**config.mk**
```make
export PLATFORM = sky130hd
export DESIGN_NAME = cmp_unit_seq
export DESIGN_NICKNAME = d
export VERILOG_FILES = /design/src/rtl/cmp_unit_seq.sv
export SDC_FILE = /design/constraint.sdc
export NUM_CORES = 1
export LEC_CHECK = 0
export CELL_PAD_IN_SITES_DETAIL_PLACEMENT = 1
export CELL_PAD_IN_SITES_GLOBAL_PLACEMENT = 1
export CORE_ASPECT_RATIO = 0.6
export CORE_MARGIN = 8
export CORE_UTILIZATION = 40
export DETAILED_ROUTE_END_ITERATION = 16
export GPL_TIMING_DRIVEN = 0
export PLACE_DENSITY = 0.79
export SLEW_MARGIN = 30
export SYNTH_ARGS = -nofsm -noshare
export SYNTH_HDL_FRONTEND = slang
export SYNTH_SLANG_ARGS = --single-unit
```
**constraint.sdc**
```tcl
create_clock -name clk -period 6.1 [get_ports clk]
set_input_delay 1.83 -clock clk [delete_from_list [all_inputs] [get_ports clk]]
set_output_delay 1.83 -clock clk [all_outputs]
set_load 0.03 [all_outputs]
```
**src/rtl/cmp_unit_seq.sv**
```systemverilog
// Multi-cycle branch-condition comparator: one SLICE-bit adder pass per cycle, LSB first,
// with valid/ready handshakes on both sides and registered Z/N/V/C flags.
module cmp_unit_seq #(
  parameter int N     = 16,
  parameter int SLICE = 4
) (
  input  logic         clk,
  input  logic         rst_n,
  input  logic         in_valid,
  output logic         in_ready,
  input  logic [N-1:0] a,
  input  logic [N-1:0] b,
  input  logic [3:0]   op,
  output logic         out_valid,
  input  logic         out_ready,
  output logic         cond,
  output logic         zero,
  output logic         neg,
  output logic         ofl,
  output logic         cout
);

  localparam int STEPS = N / SLICE;
  localparam int KW    = (STEPS > 1) ? $clog2(STEPS) : 1;

  typedef enum logic [1:0] {
    IDLE = 2'd0,
    RUN  = 2'd1,
    DONE = 2'd2
  } state_e;

  state_e state_q, state_d;

  logic [N-1:0]  a_q, b_q;
  logic [3:0]    op_q;
  logic          carry_q, zero_acc_q;
  logic [KW-1:0] k_q;
  logic          cond_q, zero_q, neg_q, ofl_q, cout_q;

  logic          load, step, finish;
  logic [N-1:0]  b_sel;
  logic          cin_sel;
  logic [SLICE:0]   slice_full;
  logic [SLICE-1:0] slice_sum;
  logic          k_last;
  logic          zero_f, neg_f, ofl_f, cout_f, cond_f;

  // Operand select: ops 0-3 compare A against zero, op 7 adds, everything else subtracts.
  always_comb begin
    // NOTE: every always_comb output gets a default first so no path can infer a latch.
    b_sel   = ~b;
    cin_sel = 1'b1;
    if (op <= 4'd3) begin
      b_sel   = '0;
      cin_sel = 1'b0;
    end else if (op == 4'd7) begin
      b_sel   = b;
      cin_sel = 1'b0;
    end
  end

  always_comb begin
    slice_full = (SLICE+1)'(a_q[k_q*SLICE +: SLICE]) + (SLICE+1)'(b_q[k_q*SLICE +: SLICE])
               + (SLICE+1)'(carry_q);
    slice_sum  = slice_full[SLICE-1:0];
    k_last     = (k_q == KW'(STEPS - 1));
    zero_f     = zero_acc_q & ~|slice_sum;
    neg_f      = slice_sum[SLICE-1];
    cout_f     = slice_full[SLICE];
    ofl_f      = (a_q[N-1] & b_q[N-1] & ~neg_f) | (~a_q[N-1] & ~b_q[N-1] & neg_f);
    unique case (op_q)
      4'd0:    cond_f = ~zero_f;
      4'd1:    cond_f = zero_f;
      4'd2:    cond_f = neg_f ^ ofl_f;
      4'd3:    cond_f = ~(neg_f ^ ofl_f);
      4'd4:    cond_f = zero_f;
      4'd5:    cond_f = neg_f ^ ofl_f;
      4'd6:    cond_f = (neg_f ^ ofl_f) | zero_f;
      4'd7:    cond_f = cout_f;
      4'd8:    cond_f = ~cout_f;
      4'd9:    cond_f = ~cout_f | zero_f;
      4'd10:   cond_f = ~zero_f;
      4'd11:   cond_f = ~(neg_f ^ ofl_f) & ~zero_f;
      default: cond_f = 1'b0;
    endcase
  end

  always_comb begin
    state_d = state_q;
    load    = 1'b0;
    step    = 1'b0;
    finish  = 1'b0;
    unique case (state_q)
      IDLE: if (in_valid) begin
        state_d = RUN;
        load    = 1'b1;
      end
      RUN: begin
        step = 1'b1;
        if (k_last) begin
          state_d = DONE;
          finish  = 1'b1;
        end
      end
      DONE: if (out_ready) state_d = IDLE;
      default: state_d = IDLE;
    endcase
  end

  // NOTE: sequential state uses non-blocking assignments so every register samples pre-edge values.
  always_ff @(posedge clk or negedge rst_n) begin
    if (!rst_n) state_q <= IDLE;
    else        state_q <= state_d;
  end

  always_ff @(posedge clk or negedge rst_n) begin
    if (!rst_n) begin
      carry_q    <= 1'b0;
      zero_acc_q <= 1'b0;
      k_q        <= '0;
      cond_q     <= 1'b0;
      zero_q     <= 1'b0;
      neg_q      <= 1'b0;
      ofl_q      <= 1'b0;
      cout_q     <= 1'b0;
    end else begin
      if (load) begin
        carry_q    <= cin_sel;
        zero_acc_q <= 1'b1;
        k_q        <= '0;
      end else if (step) begin
        carry_q    <= cout_f;
        zero_acc_q <= zero_f;
        k_q        <= k_q + KW'(1);
      end
      if (finish) begin
        cond_q <= cond_f;
        zero_q <= zero_f;
        neg_q  <= neg_f;
        ofl_q  <= ofl_f;
        cout_q <= cout_f;
      end
    end
  end

  // NOTE: operand latches carry no reset; they are always written on acceptance before being read.
  always_ff @(posedge clk) begin
    if (load) begin
      a_q  <= a;
      b_q  <= b_sel;
      op_q <= op;
    end
  end

  assign in_ready  = (state_q == IDLE);
  assign out_valid = (state_q == DONE);
  assign cond      = cond_q;
  assign zero      = zero_q;
  assign neg       = neg_q;
  assign ofl       = ofl_q;
  assign cout      = cout_q;

endmodule

```
==> impl_results.html <==
<table>
<tr><th>Metric</th><th>Value</th></tr>
<tr><th colspan="2">Run status</th></tr>
<tr><td>Outcome</td><td>finished, final reports clean</td></tr>
<tr><th colspan="2">Detailed routing</th></tr>
<tr><td>Drt first pass iters</td><td>4</td></tr>
<tr><td>Count of antenna-violating nets left after detailed routing</td><td>0</td></tr>
<tr><td>Ratio of routed vias to standard cells</td><td>4.92</td></tr>
<tr><td>Vias post-DR</td><td>1539</td></tr>
<tr><td>Detailed router's first-iteration violation count</td><td>100</td></tr>
<tr><td>Routed wire per std cell</td><td>16.4 um</td></tr>
<tr><td>Drt total wl</td><td>a little over 5000 um</td></tr>
<tr><td>DRC violations left</td><td>0</td></tr>
<tr><th colspan="2">Logic synthesis</th></tr>
<tr><td>Synthesized area per cell</td><td>13.0 um2</td></tr>
<tr><td>Seq cells post-synth</td><td>47</td></tr>
<tr><td>Sequential cell area fraction in the yosys report</td><td>0.588</td></tr>
<tr><td>Yosys top cell area share</td><td>0.469</td></tr>
<tr><td>Syn Inst Count</td><td>178</td></tr>
<tr><td>Top area cells in the synthesized netlist</td><td>edfxtp_1, dfrtp_1, mux4_2, xnor2_1, nor2_1</td></tr>
<tr><td>Dominant cell type by area after synthesis</td><td>edfxtp_1</td></tr>
<tr><td>Count of yosys warnings during synthesis</td><td>0</td></tr>
<tr><td>Cell area after synthesis</td><td>2310 um2</td></tr>
<tr><td>Net count of the mapped netlist</td><td>around 220</td></tr>
<tr><td>Number of distinct library cells after synthesis</td><td>35</td></tr>
<tr><th colspan="2">Power and ir drop</th></tr>
<tr><td>Overall power of the completed layout</td><td>1.32 mW</td></tr>
<tr><td>Clock power frac</td><td>0.152</td></tr>
<tr><td>Cell-internal power</td><td>809 uW</td></tr>
<tr><td>Switching Fraction</td><td>0.387</td></tr>
<tr><td>Proportion of power drawn by flip-flops and latches</td><td>0.359</td></tr>
<tr><td>Relative contribution of combinational cells to total power</td><td>0.490</td></tr>
<tr><td>Leak</td><td>1.07 nW</td></tr>
<tr><td>Net switching power figure</td><td>510 uW</td></tr>
<tr><td>Power density normalized to cell area</td><td>about 440 nW/um2</td></tr>
<tr><td>Worst IR Drop VDD</td><td>0.170 mV</td></tr>
<tr><th colspan="2">Worst setup path</th></tr>
<tr><td>Data arrival time at the worst-slack endpoint</td><td>1.61 ns</td></tr>
<tr><td>Worst Path Required</td><td>4.27 ns</td></tr>
<tr><td>Worst-path fanout max</td><td>6</td></tr>
<tr><td>Sort of element at the start of the critical path</td><td>register</td></tr>
<tr><td>Setup Crit Path Kind</td><td>reg2out</td></tr>
<tr><td>Worst setup EP type</td><td>primary output</td></tr>
<tr><th colspan="2">Job</th></tr>
<tr><td>Number of maximum-capacitance violations</td><td>0</td></tr>
<tr><th colspan="2">Cells and area</th></tr>
<tr><td>Finished layout cell area</td><td>2990 um2</td></tr>
<tr><td>Share of the core filled with cells</td><td>0.537</td></tr>
<tr><td>Final net count</td><td>278</td></tr>
<tr><td>Area Growth Syn to Fin</td><td>29.7%</td></tr>
<tr><td>Leading cell types in the layout, fill and taps excluded</td><td>clkdlybuf4s50_1, edfxtp_1, nor2_1</td></tr>
<tr><td>Final std cells w/o fill</td><td>between 300 and 400</td></tr>
<tr><td>Share of layout cells above drive strength 1</td><td>0.0987</td></tr>
<tr><td>Most common library cell in the layout ignoring fill and taps</td><td>clkdlybuf4s50_1</td></tr>
<tr><td>Final antenna diode count</td><td>0</td></tr>
<tr><th colspan="2">STA</th></tr>
<tr><td>Unrepaired setup endpoints after global routing</td><td>no</td></tr>
<tr><td>Minimum setup slack in the final design</td><td>2.66 ns</td></tr>
<tr><td>Worst Hold Slack</td><td>0.486 ns</td></tr>
<tr><td>Fin. Hold Viols</td><td>0</td></tr>
<tr><td>Post-route setup TNS</td><td>0 ns</td></tr>
<tr><td>Final Skew</td><td>0.0114 ns</td></tr>
<tr><td>Slew Limit Headroom</td><td>0.627</td></tr>
<tr><td>Crit path time final</td><td>between 3 and 4 ns</td></tr>
<tr><td>Worst Tran Pin Value</td><td>0.558 ns</td></tr>
<tr><td>Final setup violation count</td><td>0</td></tr>
<tr><td>Final period utilization</td><td>0.565</td></tr>
<tr><td>Top achievable clock speed</td><td>0.290 GHz</td></tr>
<tr><td>Count of final max-slew check failures</td><td>0</td></tr>
<tr><th colspan="2">CTS</th></tr>
<tr><td>Number of H-tree branching levels</td><td>2</td></tr>
<tr><td>Library cell used as clock root buffer</td><td>clkbuf_8</td></tr>
<tr><td>Clk_lat worst skew</td><td>0.31 ns</td></tr>
<tr><td>Maximum clock path buffer count</td><td>2</td></tr>
<tr><td>Number of buffers created by CTS</td><td>5</td></tr>
<tr><td>Reg clk slew, reported paths</td><td>0.09 ns</td></tr>
<tr><td>Num Clock Sinks</td><td>47</td></tr>
<tr><td>CTS tree</td><td>built</td></tr>
<tr><td>Number of gates resized after cts</td><td>0</td></tr>
<tr><td>Post-CTS Hold Buffers</td><td>0</td></tr>
<tr><td>Number of buffers inserted to repair setup after CTS</td><td>0</td></tr>
<tr><th colspan="2">Floorplanning</th></tr>
<tr><td>Chip Width</td><td>114 um</td></tr>
<tr><td>Full die area</td><td>8530 um2</td></tr>
<tr><td>IO Count</td><td>47</td></tr>
<tr><td>Number of rows in the core area</td><td>21</td></tr>
<tr><td>Die outline height</td><td>74.8 um</td></tr>
<tr><td>Starting density of the core</td><td>0.414</td></tr>
<tr><td>Area of the core region</td><td>5570 um2</td></tr>
<tr><th colspan="2">Place</th></tr>
<tr><td>Placed cell area</td><td>2900 um2</td></tr>
<tr><td>Cells after DPL</td><td>305</td></tr>
<tr><td>Setup Slack @ Placement</td><td>approximately 2.5 ns</td></tr>
<tr><td>Routability Congestion</td><td>0.782</td></tr>
<tr><td>Number of buffers added on ports</td><td>46</td></tr>
<tr><td>Hpwl dp</td><td>between 4000 and 5000 um</td></tr>
<tr><th colspan="2">GRT</th></tr>
<tr><td>All-Layer GR Usage</td><td>0.127</td></tr>
<tr><td>Initial antenna violation count</td><td>0</td></tr>
<tr><td>Wire length of the first global-routing pass</td><td>8380 um</td></tr>
<tr><td>Sum of overflow across all layers after global routing</td><td>0</td></tr>
<tr><td>Largest net degree at the start of global routing</td><td>21</td></tr>
<tr><td>Vias in the first global route</td><td>1638</td></tr>
<tr><th colspan="2">Min path</th></tr>
<tr><td>Worst min-delay path class</td><td>reg2reg</td></tr>
</table>
## critical path, stage by stage (launching register included)
cell,delay (ns)
dfrtp_1,0.43
nand2b_1,0.17
inv_1,0.05
clkdlybuf4s50_1,0.66
## cell usage after synthesis
cell,count
mux2_4,1
edfxtp_1,36
nor4_1,2
nand2b_1,2
inv_1,8
o41a_1,1
a21oi_1,7
nor2_1,21
and4_1,1
nor2b_1,4
nand3b_1,1
mux4_2,8
clkbuf_1,4
nor3_1,3
nand2_1,11
a22o_1,1
nand4b_1,1
and2_1,2
fa_1,2
maj3_1,1
ha_1,4
xor2_1,2
xnor2_1,17
nor3b_1,3
nand4_1,2
dfrtp_1,11
buf_2,3
o21ai_2,1
o21ai_0,11
a31oi_1,2
and3_1,1
mux2_1,1
o311ai_1,1
o21bai_1,1
o22ai_1,1
## cell families (layout without fill, tap and decap cells)
| group | count (synthesis) | in the layout | share of synthesized area |
|---|---|---|---|
| flip-flops | 47 | 47 | 0.588 |
| buffers and inverters | 15 | 70 | 0.0260 |
| adder cells (fa/ha/maj) | 7 | 7 | 0.0434 |
| multiplexers | 10 | 10 | 0.0895 |
| AND/OR/NAND/NOR | 54 | 54 | 0.114 |
| AO/OA/AOI/OAI | 26 | 26 | 0.0667 |
| XOR/XNOR | 19 | 19 | 0.0721 |
## power by group through the flow
stage | registers, mW | clock network, mW | logic (mW)
6_report | 0.473 | 0.200 | 0.646
3_5_place_dp | 0.482 | 0 | 0.654
2_1_floorplan | 0.492 | 0 | 0.437
4_1_cts | 0.475 | 0.203 | 0.657
3_3_place_gp | 0.479 | 0 | 0.611
5_1_grt | 0.484 | 0.213 | 0.721
## path summary, 6_finish.rpt
kind	start	end	slack, ns	depth (start not counted)
worst max-delay path	state_q[0]	out_valid	2.66	3
worst min-delay path	zero	zero	0.49	2
worst max register to register	k_q[1]	cond	2.74	11
worst min register to register	zero	zero	0.49	2
max in group asynchronous	rst_n	cout	3.85	1
min in group asynchronous	rst_n	zero_acc_q	1.87	1
## area by class of cell
cell class | count | area [um2]
Sequential cell | 47 | 1360
Fill cell | 599 | 2580
Buffer | 7 | 30.0
Timing Repair Buffer | 47 | 488
Tap cell | 80 | 100
Clock inverter | 3 | 27.5
Multi-Input combinational cell | 116 | 892
Inverter | 8 | 30.0
Clock buffer | 5 | 68.8
## registers in the layout, summed over array words and instances, names as in the netlist, 2 cells and up
register  count
state_q       2
a_q          16
k_q           2
op_q          4
b_q          16
## layer usage
layer | routed length (um) | track usage | vias up
li1 | - | - | 754
met1 | 2560 | 0.167 | 733
met2 | 2140 | 0.188 | 48
met3 | 405 | 0.0552 | 4
met4 | 24 | 0.0278 | 0
met5 | 0 | 0 | -
Power figures use the tool's default switching activity.
